$ cat config.mk
export PLATFORM = sky130hd
export DESIGN_NAME = mem_arbiter
export DESIGN_NICKNAME = d
export VERILOG_FILES = /design/src/rtl/mem_arbiter_pkg.sv /design/src/rtl/arb_wait_cnt.sv /design/src/rtl/mem_arbiter.sv
export SDC_FILE = /design/constraint.sdc
export NUM_CORES = 1
export LEC_CHECK = 0
export CAP_MARGIN = 20
export CORE_MARGIN = 4
export CORE_UTILIZATION = 43
export DETAILED_ROUTE_END_ITERATION = 6
export MAX_ROUTING_LAYER = met4
export PLACE_DENSITY = 0.88
export SLEW_MARGIN = 20
export SYNTH_ARGS = -nofsm -noshare
export SYNTH_HDL_FRONTEND = slang
export SYNTH_HIERARCHICAL = 1
export SYNTH_SLANG_ARGS = --single-unit
$ cat constraint.sdc
create_clock -name clock -period 3.18 [get_ports clock]
set_clock_uncertainty 0.2 [all_clocks]
set_input_delay 0.318 -clock clock [delete_from_list [all_inputs] [get_ports clock]]
set_output_delay 0.318 -clock clock [all_outputs]
set_load 0.01 [all_outputs]
$ cat src/rtl/mem_arbiter_pkg.sv
// Shared types and limits for the unified-memory arbiter between the IF and MEM stages.
package mem_arbiter_pkg;

  typedef enum logic [1:0] {
    IDLE   = 2'd0,
    BUSY_I = 2'd1,
    BUSY_D = 2'd2
  } arb_state_t;

  localparam int unsigned MEM_LAT_MIN = 1;
  localparam int unsigned MEM_LAT_MAX = 15;

  // Bits needed to hold MEM_LAT-1 (never narrower than one bit).
  function automatic int unsigned cnt_width(input int unsigned lat);
    return (lat <= 2) ? 1 : $clog2(lat);
  endfunction

endpackage

$ cat src/rtl/arb_wait_cnt.sv
// Loadable latency down-counter: expire marks the last wait cycle, done pulses the cycle after.
module arb_wait_cnt #(
  parameter int unsigned W = 1
) (
  input  logic         clock,
  input  logic         reset,
  input  logic         load,
  input  logic [W-1:0] load_val,
  output logic         expire,
  output logic         done
);

  logic [W-1:0] cnt;
  logic         active;

  assign expire = active & (cnt == '0);

  always_ff @(posedge clock) begin
    if (reset) begin
      cnt    <= '0;
      active <= 1'b0;
      done   <= 1'b0;
    end else begin
      done <= expire;
      if (load) begin
        cnt    <= load_val;
        active <= 1'b1;
      end else if (expire) begin
        active <= 1'b0;
      end else if (active) begin
        cnt <= cnt - 1'b1;
      end
    end
  end

endmodule

$ cat src/rtl/mem_arbiter.sv
// Single-ported memory arbiter for IF/MEM stages with pipeline stall generation.
// Optional fetch anti-starvation is enabled by defining MEM_ARBITER_FAIRNESS_EN.
module mem_arbiter
  import mem_arbiter_pkg::*;
#(
  parameter int unsigned ADDR_W     = 32,
  parameter int unsigned DATA_W     = 32,
  parameter int unsigned MEM_LAT    = 2,
  parameter int unsigned STARVE_MAX = 4
) (
  input  logic              clock,
  input  logic              reset,
  input  logic              if_req,
  input  logic [ADDR_W-1:0] if_addr,
  output logic [DATA_W-1:0] if_rdata,
  output logic              if_ack,
  input  logic              d_req,
  input  logic              d_we,
  input  logic [ADDR_W-1:0] d_addr,
  input  logic [DATA_W-1:0] d_wdata,
  output logic [DATA_W-1:0] d_rdata,
  output logic              d_ack,
  output logic              mem_en,
  output logic              mem_we,
  output logic [ADDR_W-1:0] mem_addr,
  output logic [DATA_W-1:0] mem_wdata,
  input  logic [DATA_W-1:0] mem_rdata,
  output logic              stall_fetch,
  output logic              stall_pipe
);

  localparam int unsigned CNT_W = cnt_width(MEM_LAT);

  if (MEM_LAT < MEM_LAT_MIN || MEM_LAT > MEM_LAT_MAX) begin : g_bad_lat
    $error("mem_arbiter: MEM_LAT outside 1..15");
  end
  if (STARVE_MAX < 1) begin : g_bad_starve
    $error("mem_arbiter: STARVE_MAX must be at least 1");
  end

  arb_state_t        state, state_nxt;
  logic              grant_i, grant_d;
  logic              expire, done;
  logic              gnt_d, gnt_we;
  logic [DATA_W-1:0] if_hold, d_hold;
  logic              force_fetch;

`ifdef MEM_ARBITER_FAIRNESS_EN
  localparam int unsigned SW = $clog2(STARVE_MAX + 1);
  logic [SW-1:0] starve;

  assign force_fetch = (starve == SW'(STARVE_MAX));

  always_ff @(posedge clock) begin
    if (reset) begin
      starve <= '0;
    end else if (grant_i) begin
      starve <= '0;
    end else if (grant_d && if_req && !force_fetch) begin
      starve <= starve + 1'b1;
    end
  end
`else
  assign force_fetch = 1'b0;
`endif

  always_ff @(posedge clock) begin
    if (reset) state <= IDLE;
    else       state <= state_nxt;
  end

  // The ack cycle is spent in IDLE, so arbitration for the next access overlaps it.
  always_comb begin
    state_nxt = state;
    grant_i   = 1'b0;
    grant_d   = 1'b0;
    unique case (state)
      IDLE: begin
        if (if_req && force_fetch) begin
          grant_i   = 1'b1;
          state_nxt = BUSY_I;
        end else if (d_req) begin
          grant_d   = 1'b1;
          state_nxt = BUSY_D;
        end else if (if_req) begin
          grant_i   = 1'b1;
          state_nxt = BUSY_I;
        end
      end
      BUSY_I, BUSY_D: begin
        if (expire) state_nxt = IDLE;
      end
      default: state_nxt = IDLE;
    endcase
  end

  arb_wait_cnt #(
    .W(CNT_W)
  ) u_wait_cnt (
    .clock   (clock),
    .reset   (reset),
    .load    (grant_i | grant_d),
    .load_val(CNT_W'(MEM_LAT - 1)),
    .expire  (expire),
    .done    (done)
  );

  always_ff @(posedge clock) begin
    if (reset) begin
      mem_en    <= 1'b0;
      mem_we    <= 1'b0;
      mem_addr  <= '0;
      mem_wdata <= '0;
      gnt_d     <= 1'b0;
      gnt_we    <= 1'b0;
      if_hold   <= '0;
      d_hold    <= '0;
    end else begin
      mem_en <= grant_i | grant_d;
      mem_we <= grant_d & d_we;
      if (grant_d) begin
        mem_addr  <= d_addr;
        mem_wdata <= d_wdata;
        gnt_d     <= 1'b1;
        gnt_we    <= d_we;
      end else if (grant_i) begin
        mem_addr <= if_addr;
        gnt_d    <= 1'b0;
        gnt_we   <= 1'b0;
      end
      if (if_ack)            if_hold <= mem_rdata;
      if (d_ack && !gnt_we)  d_hold  <= mem_rdata;
    end
  end

  assign if_ack      = done & ~gnt_d & ~reset;
  assign d_ack       = done &  gnt_d & ~reset;
  assign if_rdata    = if_ack ? mem_rdata : if_hold;
  assign d_rdata     = (d_ack && !gnt_we) ? mem_rdata : d_hold;
  assign stall_fetch = ~reset & if_req & ~if_ack;
  assign stall_pipe  = ~reset & d_req & ~d_ack;

endmodule
==> summary.txt <==
Outcome
  • Outcome: finished, final reports clean

Detailed routing
  • Total Wirelength: ~17 mm
  • Final antenna-violating net count: 0
  • DRC errors left: 0
  • DR iter-0 viols: about 340
  • Drt first pass iters: 4
  • DR vias/cell: around 5
  • Met3 WL: about 1.3 mm
  • Met2 wire len: about 8.5 mm
  • Met1 Routed Length: around 6.7 mm
  • Top layer used by detailed routing: met4
  • Routed len/inst: around 16 um
  • Detailed-route via count: around 5300

Placement
  • Setup WS pre-CTS: 0.604 ns
  • Placer Congestion: between 0.8 and 0.9
  • Hpwl dp: about 12 mm
  • Port buffer count: approximately 270
  • Post-DP Area: approximately 0.008 mm^2

STA
  • Slew Limit Fails: 0
  • RSZ-0062 raised after global routing: false
  • Final setup TNS: 0 ns
  • Post-route clock period utilization: roughly 90%
  • Final worst setup slack: roughly 0.38 ns
  • Rel. slew slack: between 60% and 70%
  • Final Hold Fails: 0
  • Hold slack: 0.0914 ns
  • Worst-margin pin slew: about 0.59 ns
  • Fmax: 357 MHz
  • Final setup violation count: 0
  • Min cycle time layout: between 2 and 3 ns

Min path
  • HP Class: in2reg

Layout
  • Final net count: approximately 1000
  • Area grow syn2layout: 62.0%
  • Fillers: between 900 and 1000
  • Final Util: 71.7%
  • Final Cell Area: between 0.008 and 0.009 mm^2
  • Share of cells above drive strength 1: between 7 and 8%
  • Antenna cells: 0

Die
  • Core area: approximately 0.012 mm^2
  • Die Y-Extent: approximately 120 um
  • Num rows: 40
  • Initial core utilization: roughly 44%
  • Die area: between 0.01 and 0.015 mm^2
  • Die W: approximately 120 um
  • I/O pins: ~270

Synthesis
  • Dominant cell type by area after synthesis: dfxtp_1
  • Top_reg_cell synth: dfxtp_1
  • Sequential element share of the synthesized area: approximately 51%
  • Register bit total from synthesis: about 140
  • Post-synth ARST share: 0%
  • Synthesized area: 0.00536 mm^2
  • Synthesis warning total: 6
  • Synth cell count leaders: 197 x nand2_1, 137 x dfxtp_1, 110 x a21oi_1
  • Share of Yosys cell area claimed by the top area cell type: between 50% and 60%
  • Yosys cell types: 31
  • Cell with the most instances after synthesis: nand2_1
  • Mean Syn Cell Area: roughly 8.4 um^2
  • Synth area leaders: dfxtp_1 51%, nand2_1 14%, a21oi_1 10%
  • Syn nets: 776
  • Syn Inst Count: between 600 and 700
  • Post-synth EDFFs: 0

Global routing
  • Vias in the first global route: around 5400
  • Total grt overflow: 0
  • Initial antenna violation count: 0
  • Global-route wire length before repair: between 20 and 30 mm
  • Gr usage total: between 20% and 30%
  • Pin count of the biggest net entering global routing: 43

Critical path
  • CP endpoint kind: primary output
  • Largest stage delay, worst path: 0.55 ns
  • Crit-path cells: nor4bb_4 -> buf_4 -> nand2_1 -> nand2_1 -> clkdlybuf4s50_1
  • Cell mode on critical path: nand2_1
  • CP delay by family, top: buffers and inverters
  • Buffers & Inverters on Critical Path: 2
  • Worst Setup Start Kind: flop
  • Setup CP Type: reg2out
  • Crit path DAT: around 2.3 ns
  • Peak fanout along the critical path: 32
  • Slowest-stage cell, CP: clkdlybuf4s50_1
  • Worst path required time: around 2.7 ns

Power
  • Lkg Pwr: approximately 3.5 nW
  • Worst vdd ir: around 350 uV
  • Power Dens Cells: 537 mW/mm^2

Clocking
  • CTS clk-pin slew, worst paths: 0.05 ns
  • Resized Gates After CTS: 0
  • Sink Count: 137
  • CTS Buffer Depth: 2
  • H-tree levels: 4
  • CTS buffer count: 17
  • CTS root buf: clkbuf_16
  • Hold_buf cts: 0
  • Worst skew pair latency: 0.41 ns
  • Number of post-CTS setup repair buffers: 0
  • CTS tree: done

Run
  • Number of max-cap violations: 0
==> layout by cell type (no fill, tap or decap), types with 2 or more instances in the layout <==
cell type / n
o21ai_0: 10
mux2_4: 10
a211oi_1: 24
clkbuf_8: 2
nor3b_1: 2
nor3_1: 2
ha_1: 2
buf_12: 2
nand2_1: 196
clkbuf_16: 17
nor2_1: 26
mux2_2: 12
clkdlybuf4s50_1: 265
buf_4: 12
inv_1: 5
dfxtp_1: 137
a21oi_1: 110
and2_1: 32
clkbuf_1: 6
clkinv_2: 3
nor2b_1: 2
mux2_1: 10
==> per-stage QoR <==
stage                     power (mW)  cells
after floorplan                 2.38    641
after global placement          2.92   1041
after detailed placement        2.94   1041
after CTS                       4.71   1070
after global routing            4.88   1070
final                           4.66   1070
==> per-layer routing <==
| metal | GRT usage [%] | vias up |
|---|---|---|
| met3 | 8.11 | 38 |
| met4 | 11.5 | 0 |
| li1 | - | 2622 |
| met5 | - | - |
| met1 | 25.9 | 2461 |
| met2 | 40.7 | 209 |
==> cell type report <==
type                       instances  area [um^2]  area share [%]
timing repair buffer             279         2780            32.0
sequential                       137         2740            31.6
multi-input combinational        452         2410            27.8
clock buffer                      25          475            5.47
tap                              168          210            2.42
clock inverter                     4         45.0           0.519
inverter                           5         18.8           0.216
==> where the power goes <==
part           total (mW)  switching, mW  internal, mW
registers            1.91         0.0636          1.85
clock network        1.76          0.660          1.10
logic               0.993          0.464         0.530
total                4.66           1.19          3.48
==> kinds of logic after synthesis <==
| logic type | count (synthesis) | synth area share [%] |
|---|---|---|
| AOI/OAI and AO/OA | 146 | 14.9 |
| adders and majority gates | 2 | 0.466 |
| buffers and inverters | 52 | 4.25 |
| DFF | 137 | 51.1 |
| muxes | 32 | 7.42 |
| other | 1 | 0.0699 |
| and+or+nand+nor | 271 | 21.8 |
==> flip-flops by register name (all words and copies together) (netlist names) <==
signal             flops
u_wait_cnt/done        1
mem_addr              32
u_wait_cnt/active      1
gnt_we                 1
u_wait_cnt/cnt         1
d_hold                32
if_hold               32
mem_en                 1
state                  2
gnt_d                  1
mem_wdata             32
mem_we                 1
==> worst paths after layout <==
kind	start	end	slack (ns)	cells past startpoint
hold / removal	reset	d_hold[2]$_SDFF_PP0_	0.09	2
setup reg to reg	state[0]$_SDFFE_PP0P_	mem_addr[14]$_SDFFE_PP0P_	1.11	6
setup / recovery	u_wait_cnt/done$_SDFF_PP0_	d_rdata[26]	0.38	5
hold reg to reg	mem_addr[30]$_SDFFE_PP0P_	mem_addr[30]$_SDFFE_PP0P_	0.25	2
Power figures use the tool's default switching activity.
